--- config.mk ---
export PLATFORM = sky130hd
export DESIGN_NAME = ccff_loader
export DESIGN_NICKNAME = d
export VERILOG_FILES = /design/src/rtl/ccff_loader_pkg.sv /design/src/rtl/ccff_loader.sv
export SDC_FILE = /design/constraint.sdc
export NUM_CORES = 1
export LEC_CHECK = 0
export ABC_AREA = 1
export CORE_MARGIN = 2
export CORE_UTILIZATION = 56
export CTS_CLUSTER_DIAMETER = 100
export DETAILED_ROUTE_END_ITERATION = 6
export PLACE_DENSITY = 0.79
export SYNTH_ARGS = -nofsm -noshare
export SYNTH_HDL_FRONTEND = slang
export SYNTH_SLANG_ARGS = --single-unit
--- constraint.sdc ---
create_clock -name prog_clk -period 2 [get_ports prog_clk]
set_input_delay 0.4 -clock prog_clk [delete_from_list [all_inputs] [get_ports prog_clk]]
set_output_delay 0.4 -clock prog_clk [all_outputs]
set_load 0.01 [all_outputs]
--- src/rtl/ccff_loader_pkg.sv ---
// Shared definitions for the configuration-chain loader: controller states
// and the default chain/word geometry.
package ccff_loader_pkg;

    localparam int DEF_CHAIN_LEN = 24;
    localparam int DEF_WORD_W    = 8;

    typedef enum logic [1:0] {
        ST_IDLE   = 2'd0,
        ST_LOAD   = 2'd1,
        ST_CHECK  = 2'd2,
        ST_FINISH = 2'd3
    } state_t;

endpackage

--- src/rtl/ccff_loader.sv ---
// Streams a bitstream MSB-first into a serial configuration chain. It then rotates
// the chain once through itself, comparing the readback ones-count with the loaded one.
module ccff_loader
    import ccff_loader_pkg::*;
#(
    parameter int CHAIN_LEN = DEF_CHAIN_LEN,
    parameter int WORD_W    = DEF_WORD_W
) (
    input  logic              prog_clk,
    input  logic              prog_rst_n,
    input  logic              start,
    input  logic              abort,
    input  logic              bs_valid,
    output logic              bs_ready,
    input  logic [WORD_W-1:0] bs_data,
    output logic              ccff_head,
    output logic              ccff_shift_en,
    input  logic              ccff_tail,
    output logic              busy,
    output logic              done,
    output logic              err
);

    localparam int CNT_W  = $clog2(CHAIN_LEN + 1);
    localparam int BCNT_W = $clog2(WORD_W + 1);
    localparam logic [CNT_W-1:0]  LAST_BIT  = CNT_W'(CHAIN_LEN - 1);
    localparam logic [BCNT_W-1:0] FULL_WORD = BCNT_W'(WORD_W);

    state_t              r_state;
    state_t              w_state_next;
    logic [WORD_W-1:0]   r_buf;
    logic [BCNT_W-1:0]   r_buf_cnt;
    logic [CNT_W-1:0]    r_bit_cnt;
    logic [CNT_W-1:0]    r_load_ones;
    logic [CNT_W-1:0]    r_read_ones;
    logic [CNT_W-1:0]    w_read_ones_next;
    logic                r_err;
    logic                w_load_shift;
    logic                w_last_bit;
    logic                w_accept;

    // The buffer count is a register, so ready and shift enable never see bs_valid.
    assign w_load_shift     = (r_state == ST_LOAD) && (r_buf_cnt != '0);
    assign w_last_bit       = (r_bit_cnt == LAST_BIT);
    assign bs_ready         = (r_state == ST_LOAD) && (r_buf_cnt == '0);
    assign w_accept         = bs_ready && bs_valid;
    assign w_read_ones_next = r_read_ones + CNT_W'(ccff_tail);

    assign ccff_shift_en = w_load_shift || (r_state == ST_CHECK);
    assign busy          = (r_state != ST_IDLE);
    assign done          = (r_state == ST_FINISH) && !abort;
    assign err           = r_err;

    always_comb begin
        ccff_head = 1'b0;
        case (r_state)
            ST_LOAD:  ccff_head = r_buf[WORD_W-1];
            ST_CHECK: ccff_head = ccff_tail;
            default:  ccff_head = 1'b0;
        endcase
    end

    always_comb begin
        w_state_next = r_state;
        if (abort) begin
            w_state_next = ST_IDLE;
        end else begin
            case (r_state)
                ST_IDLE:   if (start) w_state_next = ST_LOAD;
                ST_LOAD:   if (w_load_shift && w_last_bit) w_state_next = ST_CHECK;
                ST_CHECK:  if (w_last_bit) w_state_next = ST_FINISH;
                ST_FINISH: w_state_next = ST_IDLE;
                default:   w_state_next = ST_IDLE;
            endcase
        end
    end

    always_ff @(posedge prog_clk or negedge prog_rst_n) begin
        if (!prog_rst_n) begin
            r_state <= ST_IDLE;
        end else begin
            r_state <= w_state_next;
        end
    end

    always_ff @(posedge prog_clk or negedge prog_rst_n) begin
        if (!prog_rst_n) begin
            r_buf       <= '0;
            r_buf_cnt   <= '0;
            r_bit_cnt   <= '0;
            r_load_ones <= '0;
            r_read_ones <= '0;
            r_err       <= 1'b0;
        end else if (abort) begin
            r_buf     <= '0;
            r_buf_cnt <= '0;
        end else begin
            case (r_state)
                ST_IDLE: begin
                    if (start) begin
                        r_err       <= 1'b0;
                        r_buf       <= '0;
                        r_buf_cnt   <= '0;
                        r_bit_cnt   <= '0;
                        r_load_ones <= '0;
                        r_read_ones <= '0;
                    end
                end
                ST_LOAD: begin
                    if (w_accept) begin
                        r_buf     <= bs_data;
                        r_buf_cnt <= FULL_WORD;
                    end else if (w_load_shift) begin
                        if (r_buf[WORD_W-1]) begin
                            r_load_ones <= r_load_ones + 1'b1;
                        end
                        if (w_last_bit) begin
                            // Leftover low-order bits of the final word are dropped here.
                            r_buf     <= '0;
                            r_buf_cnt <= '0;
                            r_bit_cnt <= '0;
                        end else begin
                            r_buf     <= r_buf << 1;
                            r_buf_cnt <= r_buf_cnt - 1'b1;
                            r_bit_cnt <= r_bit_cnt + 1'b1;
                        end
                    end
                end
                ST_CHECK: begin
                    r_read_ones <= w_read_ones_next;
                    if (w_last_bit) begin
                        r_bit_cnt <= '0;
                        r_err     <= r_err | (w_read_ones_next != r_load_ones);
                    end else begin
                        r_bit_cnt <= r_bit_cnt + 1'b1;
                    end
                end
                default: begin
                end
            endcase
        end
    end

endmodule

==> results.yml, run 1 <==
route:
  avgViaCountPerCell: 5.182
  detailedRoute.firstPassIterationCount: 5
  ant_nets: 0
  remaining_drcs: 0
  drtIter0Drc: 119
  vias: 1767
  wirelength_um: 3975
  post_drt_wl_per_cell_um: 11.66
floorplanning:
  floorplan.initialDensity_pct: 58.68
  die_area_sq_mm: 0.003985
  total_core_area_sq_mm: 0.003337
  pin_count: 20
  row_count: 21
  die_height_um: 63.13
  die_w_um: 63.13
timing:
  setup_ws_ns: 0.07921
  final_max_slew_viol_count: 0
  post-route-min-period_ns: 1.921
  timing.final.setup_violations: 0
  final.hold.worst_slack_ns: 0.4548
  final_hold_viol_count: 0
  grt_setup_unrepaired: "yes"
  fin_worst_skew_ns: 0.01057
  worst_slew_margin_rel_pct: 74.40
  min_period_over_period_pct: 96.04
  worst_slew_pin_slew_ns: 0.3840
  fmax_mhz: 520.6
outcome:
  status: "finished clean"
global_routing:
  groute.usage.overall_pct: 22.98
  wire_length_of_the_first_global_routing_pass_um: 7127
  grt_start_max_net_pins: 31
  grt_antenna_before_repair: 0
  first_global_vias: 1628
  grt.overflow.total: 0
synth:
  post_synthesis_cells: 256
  synthFlopType: "dfrtp_1"
  synth_warnings: 0
  ys_types: 30
  post_synth_main_area_contributors: "dfrtp_1, nand2_1, ha_1"
  synthDominantCellAreaShare_pct: 38.34
  ys_async_sr_fraction_pct: 100.0
  mappedNetlistArea_sq_mm: 0.001958
  most_area_hungry_cell_type_in_the_yosys_netlist: "dfrtp_1"
  synth_fp_nets: 280
  synth-seq-area-share_pct: 38.34
  synth_enable_flop_cells: 0
  synth-seq-cells: 30
  avgSynthCellArea_sq_um: 7.649
power_and_ir_drop:
  cellPowerDensity_mw_per_mm2: 1037
  vdd_ir_drop_max_v: 0.0006090
  power.static_leakage_nw: 1.150
clock_tree:
  clock_tree_from_tritoncts: "built"
  post_cts_hold_buffer_count: 0
  cts_buffer_depth: 2
  root_buffer: "clkbuf_4"
  clock_sink_count: 30
  cts_inserted_buffers: 5
  cts_htree_levels: 2
  cts.clk_slew.worst_paths_ns: 0.10
  clkLatencyLatePin_ns: 0.33
critical_path:
  critical_path.slowest_cell: "dfrtp_1"
  worst-path-max-fanout: 3
  cp_cell_sequence: "inv_1, ha_1, a21boi_1, clkdlybuf4s15_1"
  cp.required_ns: 1.60
  cp_slowest_stage_delay_ns: 0.39
  regToRegSetupSlack_ns: 0.36
  critical_path_arrival_ns: 1.52
  start_kind: "flip-flop"
  worst_setup_path_end_kind: "primary output"
  critical_path_buf_inv_count: 2
  timing.critical_path.max_delay_family: "flip-flops"
  critical_path_class: "reg2out"
job:
  max_cap_viol_count: 0
placement:
  post-place-cells: 332
  post_placement_worst_setup_slack_ns: -0.1058
  place.detailed.hpwl_um: 2979
  numPortBuffers: 19
  finalWeightedCongestion: 0.8520
layout:
  synthToLayoutAreaGrowth_pct: 20.51
  count_of_nets_after_finishing: 318
  n_fill_cell: 275
  fin_cells: 341
  fin_util_pct: 70.72
  n_antenna_cell: 0
  post_route_cells_drive_above_1_share_pct: 16.61
min_path:
  path_type_of_the_worst_min_delay_path: "in2async"
repair_timing:
| action | 4_1_cts | 5_1_grt |
|---|---|---|
| resized for setup | 11 | 4 |
| gates cloned | 0 | 0 |
| setup buffers | 0 | 1 |
| endpoints found under the setup margin | 5 | 3 |
state kept, by name, indices dropped and copies added (netlist names):
signal,count
r_state,2
r_buf_cnt,4
r_read_ones,5
err,1
r_load_ones,5
r_bit_cnt,5
r_buf,8
final timing paths:
check	startpoint	cells past startpoint	endpoint
worst max-delay path	r_state[1]	4	ccff_head
worst min-delay path	prog_rst_n	2	r_read_ones[3]
worst max register to register	r_state[1]	9	r_buf[5]
worst min register to register	r_buf[6]	2	r_buf[6]
max in group asynchronous	prog_rst_n	2	r_bit_cnt[2]
min in group prog_clk	r_buf[6]	2	r_buf[6]
per-stage QoR:
| step | setup TNS (ns) | total power (W) | instance area [sq um] |
|---|---|---|---|
| final | 0 | 0.002447 | 2360 |
| after global routing | -0.03909 | 0.002656 | 2360 |
| after CTS | 0 | 0.002433 | 2344 |
| after detailed placement | -0.2107 | 0.002062 | 2282 |
| after global placement | -0.1941 | 0.002044 | 2282 |
| after floorplan | 0 | 0.001656 | 1958 |
final cells by class:
cell class              instances  area, sq um  share of cell area [%]
flip-flops and latches         30        750.7                   31.81
inverters                      33        123.9                   5.249
well taps                      46        57.56                   2.439
clock inverters                 1        5.005                  0.2121
repair buffers                 36        310.3                   13.15
clock buffers                   7        55.05                   2.333
multi-input cells             188         1057                   44.80
cell usage in the layout (no fill, tap or decap), types with 2 or more instances in the layout:
master	netlist	layout
clkdlybuf4s50_1	0	14
ha_1	10	8
xor2_1	4	4
nand3_1	22	22
o22ai_1	2	2
nor2_4	3	3
nand4_1	7	7
inv_1	28	28
a22oi_1	2	2
clkbuf_4	0	5
inv_2	5	5
nand2_2	3	3
and2_1	2	2
clkdlybuf4s15_1	0	2
o21ai_0	25	24
nor2_1	12	11
buf_4	1	17
o21ai_1	1	2
dfrtp_1	30	30
nand2_4	2	2
nand2_1	78	78
dlygate4sd2_1	0	2
a21oi_1	4	4
o21ai_2	4	4
cell usage after synthesis (all sizes together), types with 4 or more instances:
cell type,number
nand2,83
nor2,16
a21oi,5
dfrtp,30
nand4,8
nand3,23
ha,10
inv,33
buf,5
o21ai,30
xor2,4
report_power, final:
group | internal (W) | switching (W)
sequential | 0.000705 | 0.0000802
combinational | 0.000518 | 0.000770
clock | 0.000170 | 0.000204
layer usage:
layer / up-vias / share of wire [%] / GRT usage [%]
li1: 909 / - / -
met1: 823 / 48 / 31.40
met2: 33 / 47 / 34.31
met3: 2 / 4.4 / 5.893
met4: 0 / 0.96 / 10.28
met5: - / 0 / 0
logic make-up (layout without fill, tap and decap cells):
group / Yosys count / count (layout) / synth area share [%]
compound gates: 41 / 41 / 12.46
xor+xnor: 4 / 4 / 1.789
fa+ha+maj: 10 / 10 / 6.390
buf+inv: 38 / 77 / 8.562
flops: 30 / 30 / 38.34
simple gates: 133 / 133 / 32.46
(Power assumes the default switching activity.)
==> inputs of run 2 (changes only) <==
- CORE_MARGIN: 2 -> not set
- PLACE_DENSITY: 0.79 -> 0.77
==> run 2 against run 1 <==
Effect of this change: maximum frequency increased by 2.8%; non-clock buffer count decreased by 2; global-route usage increased by 1.7 points; largest power group unchanged; critical endpoint is now ccff_shift_en.
==> results.yml, run 2 (synthesis gave the netlist of run 1 again) <==
outcome:
  status: "finished clean"
floorplanning:
  total_core_area_sq_mm: 0.003337
  row_count: 21
  die_height_um: 61.13
  die_w_um: 61.13
  pin_count: 20
  floorplan.initialDensity_pct: 58.68
  die_area_sq_mm: 0.003737
route:
  met1Wirelength_um: 2025
  met2_length_um: 1873
  remaining_drcs: 0
  post_drt_wl_per_cell_um: 12.14
  route.top_layer_used: "met4"
  wl_met3_um: 146
  vias: 1719
  detailedRoute.firstPassIterationCount: 4
  drtIter0Drc: 72
  avgViaCountPerCell: 5.071
  wirelength_um: 4116
  ant_nets: 0
layout:
  layout.cells.most_common: "nand2_1"
  n_antenna_cell: 0
  largest_register_ffs: 8
  synthToLayoutAreaGrowth_pct: 18.79
  layout.cells.most_common_list: "nand2_1, dfrtp_1, inv_1"
  post_route_cells_drive_above_1_share_pct: 16.72
  count_of_nets_after_finishing: 316
  n_fill_cell: 279
  largest_register: "r_buf"
  design_area_sq_mm: 0.002326
  fin_cells: 339
  fin_util_pct: 69.70
timing:
  min_period_over_period_pct: 93.45
  worst_slew_margin_rel_pct: 74.57
  final_max_slew_viol_count: 0
  fin_worst_skew_ns: 0.009698
  fmax_mhz: 535.0
  worst_slew_pin_slew_ns: 0.3814
  timing.final.setup_violations: 0
  grt_setup_unrepaired: "no"
  final_hold_viol_count: 0
  post-route-min-period_ns: 1.869
global_routing:
  grt.overflow.total: 0
  groute.usage.overall_pct: 24.71
  grt_antenna_before_repair: 0
  grt_start_max_net_pins: 31
  first_global_vias: 1528
  wire_length_of_the_first_global_routing_pass_um: 6637
critical_path:
  critical_path.most_common_cell: "inv_1"
  critical_path_class: "reg2out"
  rr_startpoint: "r_state[0]"
  worst_setup_path_end_kind: "primary output"
  reg2reg_to: "r_buf[5]"
  critical_path_arrival_ns: 1.47
  worst-path-max-fanout: 2
  cp_slowest_stage_delay_ns: 0.38
  start_kind: "flip-flop"
  cp_cell_sequence: "inv_1, ha_1, nand3_1, inv_1, o21ai_1, clkbuf_2"
  cp.required_ns: 1.60
  critical_path.slowest_cell: "dfrtp_1"
  reg2reg_depth: 9
  regToRegSetupSlack_ns: 0.32
clock_tree:
  cts_htree_levels: 2
  clkLatencyLatePin_ns: 0.34
  clock_sink_count: 30
  cts.clk_slew.worst_paths_ns: 0.10
  clock_tree_from_tritoncts: "built"
  post_cts_hold_buffer_count: 0
  root_buffer: "clkbuf_4"
  cts_inserted_buffers: 5
  cts_buffer_depth: 2
power_and_ir_drop:
  power.static_leakage_nw: 1.139
  cellPowerDensity_mw_per_mm2: 1047
  vdd_ir_drop_max_v: 0.0006013
  report.power.total_w: 0.002435
placement:
  post-place-cells: 330
  numPortBuffers: 19
  finalWeightedCongestion: 0.8859
  place.detailed.hpwl_um: 3071
  placedInstanceArea_sq_mm: 0.002267
job:
  max_cap_viol_count: 0
min_path:
  path_type_of_the_worst_min_delay_path: "in2async"
-- run 2: worst max path at each step --
stage                       from       endpoint  slack (ns)  cells after the start
floorplan             r_state[0]      ccff_head        0.40                      3
global placement       ccff_tail      ccff_head       -0.14                      4
detailed placement     ccff_tail      ccff_head       -0.17                      4
CTS                 r_buf_cnt[1]  ccff_shift_en       0.008                      6
global route        r_buf_cnt[1]  ccff_shift_en        0.05                      6
finish              r_buf_cnt[1]  ccff_shift_en        0.13                      6
-- run 2: area by class of cell --
cell class,instances,area (sq um),area share [%]
Clock buffer,7,55.05,2.367
Clock inverter,1,5.005,0.2152
Inverter,33,123.9,5.325
Multi-Input combinational cell,188,1049,45.08
Sequential cell,30,750.7,32.28
Tap cell,46,57.56,2.474
Timing Repair Buffer,34,285.3,12.26
-- run 2: layer usage --
layer  track usage [%]  vias up
met4             10.39        0
li1                  -      909
met2             39.13       26
met5                 0        -
met1             32.58      778
met3             5.672        6
-- run 2: repair_timing --
item	CTS	global route
setup endpoints to repair	5	3
resized for setup	11	5
hold endpoints to repair	0	0
setup buffers	1	0
-- run 2: metrics by stage --
stage / setup TNS [ns] / worst slack [ns] / hold WS [ns]
after floorplan: 0 / 0.3979 / 0.1044
after global placement: -0.1365 / -0.1365 / 0.4641
after detailed placement: -0.2056 / -0.1694 / 0.4673
after CTS: 0 / 0.007607 / 0.4350
after global routing: 0 / 0.04625 / 0.4904
final: 0 / 0.1310 / 0.4377
-- run 2: worst max-delay path, delay by kind of cell (launching register included) --
family,cells,cell delay (ns)
AOI/OAI and AO/OA,1,0.15
adders and majority gates,1,0.21
buffers and inverters,3,0.28
DFF,1,0.38
and+or+nand+nor,1,0.11
-- run 2: power breakdown --
| group | leakage [nW] | internal [W] | total [W] | switching [W] |
|---|---|---|---|---|
| Combinational | 0.691 | 0.000501 | 0.00127 | 0.000768 |
| Clock | 0.0353 | 0.000170 | 0.000382 | 0.000212 |
| Sequential | 0.413 | 0.000705 | 0.000784 | 0.0000785 |
| Total | 1.14 | 0.00138 | 0.00244 | 0.00106 |
==> inputs of run 3 (changes only) <==
- SKIP_CTS_REPAIR_TIMING: not set -> 1
==> run 3 against run 2 <==
Effect of this change: final cell count unchanged; clock skew increased by 0.0016 ns; die area did not move; largest power group unchanged; clock power hardly changed.
==> results.yml, run 3 (synthesis gave the netlist of run 1 again) <==
timing:
  fin_worst_skew_ns: 0.01130
  final_max_slew_viol_count: 0
  grt_setup_unrepaired: "no"
  post-route-min-period_ns: 1.899
  setup_ws_ns: 0.1011
  timing.final.setup_violations: 0
  fmax_mhz: 526.6
  worst_slew_margin_rel_pct: 74.73
  min_period_over_period_pct: 94.95
  worst_slew_pin_slew_ns: 0.3791
  fin_tns_setup_ns: 0
  final_hold_viol_count: 0
route:
  ant_nets: 0
  post_drt_wl_per_cell_um: 12.21
  drtIter0Drc: 92
  wirelength_um: 4139
  vias: 1720
  detailedRoute.firstPassIterationCount: 4
  avgViaCountPerCell: 5.074
  remaining_drcs: 0
clock_tree:
  clock_sink_count: 30
  root_buffer: "clkbuf_4"
  cts_inserted_buffers: 5
  clock_tree_from_tritoncts: "built"
  clkLatencyLatePin_ns: 0.34
  cts.clk_slew.worst_paths_ns: 0.10
  cts_buffer_depth: 2
  cts_htree_levels: 2
floorplanning:
  total_core_area_sq_mm: 0.003337
  die_w_um: 61.13
  die_area_sq_mm: 0.003737
  floorplan.initialDensity_pct: 58.68
  row_count: 21
  pin_count: 20
  die_height_um: 61.13
power_and_ir_drop:
  power.static_leakage_nw: 1.195
  cellPowerDensity_mw_per_mm2: 1044
  vdd_ir_drop_max_v: 0.0006568
critical_path:
  start_kind: "flip-flop"
  worst_setup_path_end_kind: "primary output"
  critical_path_arrival_ns: 1.50
  cp.required_ns: 1.60
  critical_path_class: "reg2out"
  worst-path-max-fanout: 4
global_routing:
  grt_start_max_net_pins: 31
  grt.overflow.total: 0
  first_global_vias: 1518
  grt_antenna_before_repair: 0
  groute.usage.overall_pct: 24.67
  wire_length_of_the_first_global_routing_pass_um: 6617
layout:
  layout.cells.most_common: "nand2_1"
  post_route_cells_drive_above_1_share_pct: 15.70
  layout.cells.most_common_list: "nand2_1, dfrtp_1, inv_1"
  design_area_sq_mm: 0.002345
  count_of_nets_after_finishing: 316
  largest_register_ffs: 8
  synthToLayoutAreaGrowth_pct: 19.74
  fin_util_pct: 70.27
  n_antenna_cell: 0
  fin_cells: 339
  largest_register: "r_buf"
placement:
  placedInstanceArea_sq_mm: 0.002267
  post-place-cells: 330
  post_placement_worst_setup_slack_ns: -0.1694
  numPortBuffers: 19
  finalWeightedCongestion: 0.8859
  place.detailed.hpwl_um: 3071
min_path:
  path_type_of_the_worst_min_delay_path: "in2async"
outcome:
  status: "finished clean"
job:
  max_cap_viol_count: 0
[run 3: cell count changes in the layout (fill, tap and decap cells not counted)]
cell            delta
a21boi_2           -1
clkbuf_2           -2
a21boi_1           +1
dlygate4sd2_1      -2
dlymetal6s2s_1     +4
[run 3: critical path, cell delays in order, from the launching register on]
cell	delay [ns]
dfrtp_1	0.37
buf_4	0.11
ha_2	0.20
nand2_1	0.11
a21boi_1	0.19
dlymetal6s2s_1	0.18
[run 3: area by class of cell]
cell class | instances | area, sq um
clock buffer | 7 | 55.05
timing repair buffer | 34 | 307.8
sequential | 30 | 750.7
multi-input combinational | 188 | 1045
tap | 46 | 57.56
inverter | 33 | 123.9
fill | 276 | 992.2
clock inverter | 1 | 5.005
[run 3: layer usage]
metal | part of all wire, % | GRT usage, %
met5 | 0 | 0
met4 | 1.8 | 10.39
met3 | 3.6 | 5.672
met2 | 46 | 38.66
met1 | 49 | 32.85
[run 3: worst paths after layout]
path                            start           end  slack (ns)  cells past startpoint
setup / recovery           r_state[0]     ccff_head        0.10                      5
setup reg to reg           r_state[0]  r_bit_cnt[2]        0.32                      8
min in group prog_clk        r_buf[5]      r_buf[5]        0.49                      2
hold reg to reg              r_buf[5]      r_buf[5]        0.49                      2
hold / removal             prog_rst_n      r_buf[2]        0.43                      2
max in group asynchronous  prog_rst_n    r_state[0]        1.28                      2
[run 3: power by group]
group          switching (W)  leakage, nW  total, W  internal [W]
sequential         0.0000819        0.413  0.000787      0.000705
combinational       0.000763        0.748   0.00128      0.000513
clock               0.000214       0.0353  0.000384      0.000170
total                0.00106         1.20   0.00245       0.00139
[run 3: stage by stage]
step / total power (W) / hold WS [ns]
2_1_floorplan: 0.001656 / 0.1044
3_3_place_gp: 0.002036 / 0.4641
3_5_place_dp: 0.002067 / 0.4673
4_1_cts: 0.002464 / 0.4350
5_1_grt: 0.002655 / 0.4904
6_report: 0.002447 / 0.4341
